===== config.mk =====
export PLATFORM = sky130hd
export DESIGN_NAME = vend_dispenser_flat
export DESIGN_NICKNAME = d
export VERILOG_FILES = /design/src/rtl/vend_dispenser_if.sv /design/src/rtl/vend_dispenser.sv /design/src/flat_wrapper.sv
export SDC_FILE = /design/constraint.sdc
export NUM_CORES = 1
export LEC_CHECK = 0
export CAP_MARGIN = 0
export CORE_MARGIN = 2
export CORE_UTILIZATION = 50
export DETAILED_ROUTE_END_ITERATION = 10
export PLACE_DENSITY_LB_ADDON = 0.3
export SLEW_MARGIN = 20
export SYNTH_ARGS = -nofsm -noshare
export SYNTH_HDL_FRONTEND = slang
export SYNTH_SLANG_ARGS = --single-unit

===== constraint.sdc =====
create_clock -name clk -period 2.9 [get_ports clk]
set_input_delay 0.435 -clock clk [delete_from_list [all_inputs] [get_ports clk]]
set_output_delay 0.435 -clock clk [all_outputs]
set_load 0.03 [all_outputs]

===== src/rtl/vend_dispenser_if.sv =====
// Request/actuator bundle between the upstream vending FSM and the dispenser.
// The master side issues vend requests and supplies the drop sensor; the slave side drives the actuators.
interface vend_dispenser_if;
   logic       sell;
   logic [1:0] change;
   logic       drop_det;
   logic       motor_en;
   logic       coin_eject;
   logic       busy;
   logic       ovf;
   logic       fault;

   modport master (
      output sell, change, drop_det,
      input  motor_en, coin_eject, busy, ovf, fault
   );

   modport slave (
      input  sell, change, drop_det,
      output motor_en, coin_eject, busy, ovf, fault
   );
endinterface


===== src/rtl/vend_dispenser.sv =====
// Drink/change dispenser: queues vend requests in saturating counters and services them one at a time,
// with drinks taking priority over coins. A motor run without a drop edge locks the block into FAULT.
module vend_dispenser #(
   parameter int unsigned MOTOR_TIMEOUT = 255,
   parameter int unsigned EJECT_CYCLES  = 4
) (
   input  logic             clk,
   input  logic             rstn,
   vend_dispenser_if.slave  bus
);

   localparam int unsigned TMAX = (MOTOR_TIMEOUT > EJECT_CYCLES) ? MOTOR_TIMEOUT : EJECT_CYCLES;
   localparam int          TW   = (TMAX > 1) ? $clog2(TMAX) : 1;
   localparam logic [TW-1:0] MOTOR_LAST = TW'(MOTOR_TIMEOUT - 1);
   localparam logic [TW-1:0] EJECT_LAST = TW'(EJECT_CYCLES - 1);

   typedef enum logic [2:0] {
      S_IDLE,
      S_MOTOR,
      S_EJECT,
      S_GAP,
      S_FAULT
   } state_e;

   state_e        state_q, state_d;
   logic [1:0]    drk_q, drk_d;
   logic [2:0]    coin_q, coin_d;
   logic [TW-1:0] timer_q, timer_d;
   logic          drop_prev_q;
   logic          motor_en_q, coin_eject_q, busy_q, ovf_q, fault_q;

   logic          drop_edge;
   logic          drk_dec, coin_dec;
   logic [2:0]    drk_sum;
   logic [3:0]    coin_sum;
   logic [1:0]    coin_add;
   logic          drk_ovf, coin_ovf;

   // NOTE: every signal assigned here gets a default first, so no path leaves it unassigned and no latch is inferred.
   always_comb begin
      state_d   = state_q;
      timer_d   = timer_q;
      drk_dec   = 1'b0;
      coin_dec  = 1'b0;
      drop_edge = bus.drop_det & ~drop_prev_q;

      unique case (state_q)
         S_IDLE: begin
            timer_d = '0;
            if (drk_q != 2'd0) begin
               state_d = S_MOTOR;
            end else if (coin_q != 3'd0) begin
               state_d = S_EJECT;
            end
         end
         S_MOTOR: begin
            // A drop edge in the timeout cycle still counts as a successful vend.
            if (drop_edge) begin
               drk_dec = 1'b1;
               state_d = S_GAP;
               timer_d = '0;
            end else if (timer_q == MOTOR_LAST) begin
               state_d = S_FAULT;
               timer_d = '0;
            end else begin
               timer_d = timer_q + TW'(1);
            end
         end
         S_EJECT: begin
            if (timer_q == EJECT_LAST) begin
               coin_dec = 1'b1;
               state_d  = S_GAP;
               timer_d  = '0;
            end else begin
               timer_d = timer_q + TW'(1);
            end
         end
         S_GAP:   state_d = S_IDLE;
         S_FAULT: state_d = S_FAULT;
         default: state_d = S_IDLE;
      endcase

      // Increment and decrement land on the same edge, so saturation is judged on the net value.
      coin_add = bus.sell ? bus.change : 2'd0;
      drk_sum  = {1'b0, drk_q} + {2'b00, bus.sell} - {2'b00, drk_dec};
      coin_sum = {1'b0, coin_q} + {2'b00, coin_add} - {3'b000, coin_dec};
      drk_ovf  = (drk_sum > 3'd3);
      coin_ovf = (coin_sum > 4'd7);
      drk_d    = drk_ovf ? 2'd3 : drk_sum[1:0];
      coin_d   = coin_ovf ? 3'd7 : coin_sum[2:0];
   end

   // NOTE: state and outputs use non-blocking assignments so every register samples pre-edge values.
   always_ff @(posedge clk or negedge rstn) begin
      if (!rstn) begin
         state_q      <= S_IDLE;
         drk_q        <= 2'd0;
         coin_q       <= 3'd0;
         timer_q      <= '0;
         drop_prev_q  <= 1'b0;
         motor_en_q   <= 1'b0;
         coin_eject_q <= 1'b0;
         busy_q       <= 1'b0;
         ovf_q        <= 1'b0;
         fault_q      <= 1'b0;
      end else begin
         state_q      <= state_d;
         drk_q        <= drk_d;
         coin_q       <= coin_d;
         timer_q      <= timer_d;
         drop_prev_q  <= bus.drop_det;
         motor_en_q   <= (state_d == S_MOTOR);
         coin_eject_q <= (state_d == S_EJECT);
         busy_q       <= (state_d != S_IDLE) || (drk_d != 2'd0) || (coin_d != 3'd0);
         ovf_q        <= drk_ovf | coin_ovf;
         fault_q      <= (state_d == S_FAULT);
      end
   end

   assign bus.motor_en   = motor_en_q;
   assign bus.coin_eject = coin_eject_q;
   assign bus.busy       = busy_q;
   assign bus.ovf        = ovf_q;
   assign bus.fault      = fault_q;

endmodule


===== src/flat_wrapper.sv =====
// flat-port wrapper written by rule: the top's interface ports become plain ports
module vend_dispenser_flat 
#(
   parameter int unsigned MOTOR_TIMEOUT = 255,
   parameter int unsigned EJECT_CYCLES  = 4
)
  (clk, rstn, bus_sell, bus_change, bus_drop_det, bus_motor_en, bus_coin_eject, bus_busy, bus_ovf, bus_fault);
  vend_dispenser_if bus_i ();
  input  logic clk;
  input  logic rstn;
  input wire logic [$bits(bus_i.sell)-1:0] bus_sell;
  input wire logic [$bits(bus_i.change)-1:0] bus_change;
  input wire logic [$bits(bus_i.drop_det)-1:0] bus_drop_det;
  output wire logic [$bits(bus_i.motor_en)-1:0] bus_motor_en;
  output wire logic [$bits(bus_i.coin_eject)-1:0] bus_coin_eject;
  output wire logic [$bits(bus_i.busy)-1:0] bus_busy;
  output wire logic [$bits(bus_i.ovf)-1:0] bus_ovf;
  output wire logic [$bits(bus_i.fault)-1:0] bus_fault;
  assign bus_i.sell = bus_sell;
  assign bus_i.change = bus_change;
  assign bus_i.drop_det = bus_drop_det;
  assign bus_motor_en = bus_i.motor_en;
  assign bus_coin_eject = bus_i.coin_eject;
  assign bus_busy = bus_i.busy;
  assign bus_ovf = bus_i.ovf;
  assign bus_fault = bus_i.fault;
  vend_dispenser #(.MOTOR_TIMEOUT(MOTOR_TIMEOUT), .EJECT_CYCLES(EJECT_CYCLES)) u_core (.clk(clk), .rstn(rstn), .bus(bus_i));
endmodule

# After elaboration in Yosys (flattened, before gate mapping)
# Index checks and enable logic that the tools add are counted.
[op_classes] addsub=5 n_lt_le_gt_ge=2 n_eq_ne=8 n_mux=17 bitwise=3 reduce_logical=9
[ops] operator="$mux 8" count=3
[ops] operator="$pmux 8 s3" count=1
[ops] operator="$mux 3" count=6
[ops] operator="$pmux 3 s4" count=1
[ops] operator="$reduce_bool 3->1" count=4
[ops] operator="$add 8x1->8 const B" count=1
[ops] operator="$eq 8x2->1 const B" count=1
[ops] operator="$eq 8x8->1 const B" count=1
[ops] operator="$eq 3x1->1 const B" count=2
[ops] operator="$eq 3x2->1 const B" count=2
[ops] operator="$eq 3x3->1 const B" count=2
[ops] operator="$add 3x2->4" count=1
[ops] operator="$gt 4x3->1 const B" count=1
[ops] operator="$mux 1" count=4
[ops] operator="$mux 2" count=2
[ops] operator="$reduce_bool 2->1" count=2
[ops] operator="$sub 4x1->4" count=1
[ops] operator="$add 2x1->3" count=1
[ops] operator="$gt 3x2->1 const B" count=1
[ops] operator="$logic_not 3->1" count=1
[ops] operator="$sub 3x1->3" count=1
[ops] operator="$logic_or 1x1->1" count=2
[ops] operator="$and 1x1->1" count=1
[ops] operator="$not 1->1" count=1
[ops] operator="$or 1x1->1" count=1
[word_totals] register_bits=22 in_bits=6 output_inout_bits=5 wordCells=54

# Longest topological paths before layout
[logic_depth] depth_word=10 depth_mapped=12 mapped_depth_nobuf=12

# Worst setup path before layout
# No wires, ideal clock.
[synth_timing] path_kind="register to register" from="reg u_core.timer_q[1]" to="reg u_core.busy_q (netlist: u_core.bus.busy)" setup_time_ns=0.139 t_arrival_ns=2.760 required_time_ns=2.761 path_slack_ns=0.002 path_stages_with_launch=11 path_buffers=0 synth_period_minus_slack_ns=2.898 cell_sequence="dfrtp_1 ha_1 nor4b_2 nand2_1 nor2_1 ha_1 inv_1 ha_1 fa_1 or3_1 or4b_1"
[synth_between] elab_chain_len=8 elab_cells_between_ends=15 cone_classes="add/sub: 1; order compare: 1; eq/ne: 2; mux: 7; reduce/logical: 4"
[synth_lines] element="from (decl)" line_no="vend_dispenser.sv:28" rtl="logic [TW-1:0] timer_q, timer_d;"
[synth_lines] element="from (signal assigned)" line_no="vend_dispenser.sv:110" rtl="timer_q <= timer_d;"
[synth_lines] element="$eq 8x2->1 (*)" line_no="vend_dispenser.sv:70" rtl="if (timer_q == EJECT_LAST) begin"
[synth_lines] element="$mux 1 (*)" line_no="vend_dispenser.sv:70"
[synth_lines] element="$mux 1 (*)" line_no="vend_dispenser.sv:47" rtl="unique case (state_q)"
[synth_lines] element="$sub 4x1->4 (*)" line_no="vend_dispenser.sv:86" rtl="coin_sum = {1'b0, coin_q} + {2'b00, coin_add} - {3'b000, coin_dec};"
[synth_lines] element="$gt 4x3->1" line_no="vend_dispenser.sv:88" rtl="coin_ovf = (coin_sum > 4'd7);"
[synth_lines] element="$mux 3 (*)" line_no="vend_dispenser.sv:90" rtl="coin_d = coin_ovf ? 3'd7 : coin_sum[2:0];"
[synth_lines] element="net u_core.coin_d[1]" line_no="vend_dispenser.sv:27" rtl="logic [2:0] coin_q, coin_d;"
[synth_lines] element="$reduce_bool 3->1 (*)" line_no="vend_dispenser.sv:114" rtl="busy_q <= (state_d != S_IDLE) || (drk_d != 2'd0) || (coin_d != 3'd0);"
[synth_lines] element="$logic_or 1x1->1 (*)" line_no="vend_dispenser.sv:114"
[synth_lines] element="to (signal assigned)" line_no="vend_dispenser.sv:114"
[synth_lines] element="to (decl)" line_no="vend_dispenser.sv:30" rtl="logic motor_en_q, coin_eject_q, busy_q, ovf_q, fault_q;"
# Mark *: on every way through the listed nets, which the timed path passes. The rest lies on a longest branch.
# A chain may end at the register's enable or synchronous reset.

# Final worst setup path
[layout_timing] from="reg u_core.timer_q[4]" to="reg u_core.busy_q (netlist: u_core.bus.busy)"
# Same word-level chain as after synthesis.

==> results.json <==
{
  "outcome": "complete, but fails checks",
  "tightest_slew_ps": 410,
  "num_antenna_cells": 0,
  "synthTopCellsByArea": "dfrtp_1, ha_1, nand2_1",
  "gp_congestion": 0.777,
  "leakage_nw": 0.803,
  "hold_viol": 0,
  "cp-end-kind": "flop",
  "initialDrtViolationCount": 16,
  "yosys.area.top_type": "dfrtp_1",
  "first_pass_iters": 4,
  "totalWireLength_um": 3030,
  "cts_made_buffers": 3,
  "cts_tree": "built",
  "cp.required_ps": 3090,
  "via_per_inst": 5.55,
  "ys_seq_area_share_pct": 42.4,
  "synth_ff_type": "dfrtp_1",
  "vias": 1121,
  "syn_area_per_cell_um2": 9.48,
  "period_minus_slack_ps": 2940,
  "max_clock_freq_ghz": 0.340,
  "synth_area_um2": 1300,
  "die_y_um": 55.0,
  "antenna_found_initial": 0,
  "clock_latency_ps": 320,
  "pin_count": 11,
  "yosysMostFrequentCell": "dfrtp_1",
  "yosys-top-cells-count": "dfrtp_1, nand2_1, inv_1",
  "area_delta_synth_final_pct": 30.4,
  "critPathKind": "flop to flop",
  "rsz0062_at_grt": "yes",
  "grt_max_degree": 23,
  "grt_pass1_vias": 1109,
  "clock-sinks": 22,
  "hold_buffers": 0,
  "max-vdd-ir-drop_mv": 0.580,
  "drive_gt1_share_pct": 29.1,
  "netlist_instances": 137,
  "min_path_type": "input port to asynchronous set/reset pin",
  "synth_seq_cells": 22,
  "wl_per_cell_um": 15.0,
  "clockBufferDepth": 2,
  "dp.cells": 194,
  "power_density_nw_per_um2": 848,
  "drv_cap": 0,
  "critPathMaxFanout": 2,
  "yosys_warnings": 0,
  "relSlewSlack_pct": 72.4,
  "h-tree-depth": 1,
  "global_route.usage.met2_pct": 40.5,
  "drc": 0,
  "synth_nets": 154,
  "hold-worst-slack_ps": 440,
  "ys_types": 40,
  "async_flop_share_pct": 100,
  "timing.final.max_slew_violations": 0,
  "cts_root_buf": "clkbuf_4",
  "multi_input_area_um2": 747,
  "finClkSkew_ps": 10.1,
  "dieArea_um2": 3020,
  "initial_core_util_pct": 52.4,
  "grt_busiest_layer": "met2",
  "seqCellArea_um2": 551,
  "die_w_um": 55.0,
  "grtUsageMet1_pct": 28.6,
  "synth_top_area_share_pct": 42.4,
  "grt_pass1_wl_um": 4810,
  "setup_slack_ps": -39.8,
  "grt_usage_pct": 23.2,
  "global_route.usage.met3_pct": 5.91,
  "cp_data_arrival_time_ps": 3130,
  "nets": 191,
  "dp_hpwl_um": 2150,
  "final_cells": 202,
  "worstSetupStartpointType": "flop",
  "core_um2": 2480,
  "postRouteAntennaNets": 0,
  "post-route-period-util_pct": 101,
  "synth_edf_count": 0,
  "setup_viol": 1,
  "io_buffers": 10,
  "overflow": 0,
  "fillers": 205,
  "r2r_slack_ps": -40,
  "violations": "setup timing",
  "rows": 18,
  "clkTransAtPathRegs_ps": 120
}
## layout make-up
type / instances / area share, %
well taps: 30 / 2.22
clock buffers: 3 / 1.33
inverters: 13 / 2.88
multi-input cells: 99 / 44.1
repair buffers: 35 / 17.0
flip-flops and latches: 22 / 32.5
## stage by stage
step | worst slack, ps | power, mW | TNS (ps) | utilization, % | cell area [µm²]
6_report | -39.8 | 1.44 | -39.8 | 68.4 | 1690
5_1_grt | -135 | 1.55 | -135 | 68.4 | 1690
4_1_cts | 5.66 | 1.37 | 0 | 66.7 | 1650
3_5_place_dp | -241 | 1.15 | -241 | 63.5 | 1570
3_3_place_gp | -90.7 | 1.12 | -90.7 | 63.5 | 1570
2_1_floorplan | 1.90 | 0.884 | 0 | - | 1300
## layer usage
layer	part of all wire, %	up-vias	wire [µm]
met2	52	23	1580
li1	-	544	-
met3	3.3	7	101
met4	1.6	0	48
met1	43	547	1300
met5	0	-	0
## worst max-delay path, cell delays in order, from the launching register on
cell,delay [ps]
dfrtp_1,410
nor3_1,380
nand2_1,130
nor2_2,150
ha_1,240
inv_1,60
ha_2,180
fa_1,430
or3_4,350
or4b_4,480
## cells by family after synthesis
kind of cell             Yosys count  synth area share [%]
AO/OA/AOI/OAI                     24                  12.1
XOR/XNOR                           3                  2.02
adder cells (fa/ha/maj)           11                  11.8
buffers and inverters             16                  4.82
flip-flops                        22                  42.4
AND/OR/NAND/NOR                   61                  26.9
## repair_timing
action                     CTS  global route
pin swaps                    6             3
hold endpoints to repair     0             0
setup endpoints to repair    1             1
resized for setup            8             6
setup buffers                3             2
## layout by cell type, fill, tap and decap left out, types with 3 or more instances in the layout
| master | instances |
|---|---|
| buf_4 | 25 |
| dfrtp_1 | 22 |
| nand2_1 | 16 |
| inv_1 | 13 |
| clkdlybuf4s50_1 | 10 |
| nor3_1 | 8 |
| ha_1 | 7 |
| a21oi_1 | 6 |
| nor2_1 | 6 |
| nand3_1 | 4 |
| o21ai_1 | 4 |
| clkbuf_4 | 3 |
## path summary, 6_finish.rpt
check,depth (start not counted),start,end
setup / recovery,9,u_core.timer_q[4]$_DFFE_PN0P_,u_core.bus.busy$_DFF_PN0_
hold / removal,2,rstn,u_core.timer_q[3]$_DFFE_PN0P_
setup reg to reg,9,u_core.timer_q[4]$_DFFE_PN0P_,u_core.bus.busy$_DFF_PN0_
hold reg to reg,3,u_core.timer_q[6]$_DFFE_PN0P_,u_core.timer_q[6]$_DFFE_PN0P_
max in group asynchronous,2,rstn,u_core.state_q[1]$_DFF_PN0_
min in group clk,1,bus_drop_det,u_core.drop_prev_q$_DFF_PN0_
## flip-flops by register name (all words and copies together) (netlist names)
register / count
u_core.bus.motor_en: 1
u_core.bus.fault: 1
u_core.state_q: 3
u_core.drop_prev_q: 1
u_core.drk_q: 2
u_core.bus.busy: 1
u_core.bus.coin_eject: 1
u_core.coin_q: 3
u_core.timer_q: 8
u_core.bus.ovf: 1
## report_power, final
part	internal, mW	total [mW]	switching (mW)
clock	0.0487	0.142	0.0935
sequential	0.389	0.450	0.0617
combinational	0.414	0.844	0.430
Power figures use the tool's default switching activity.
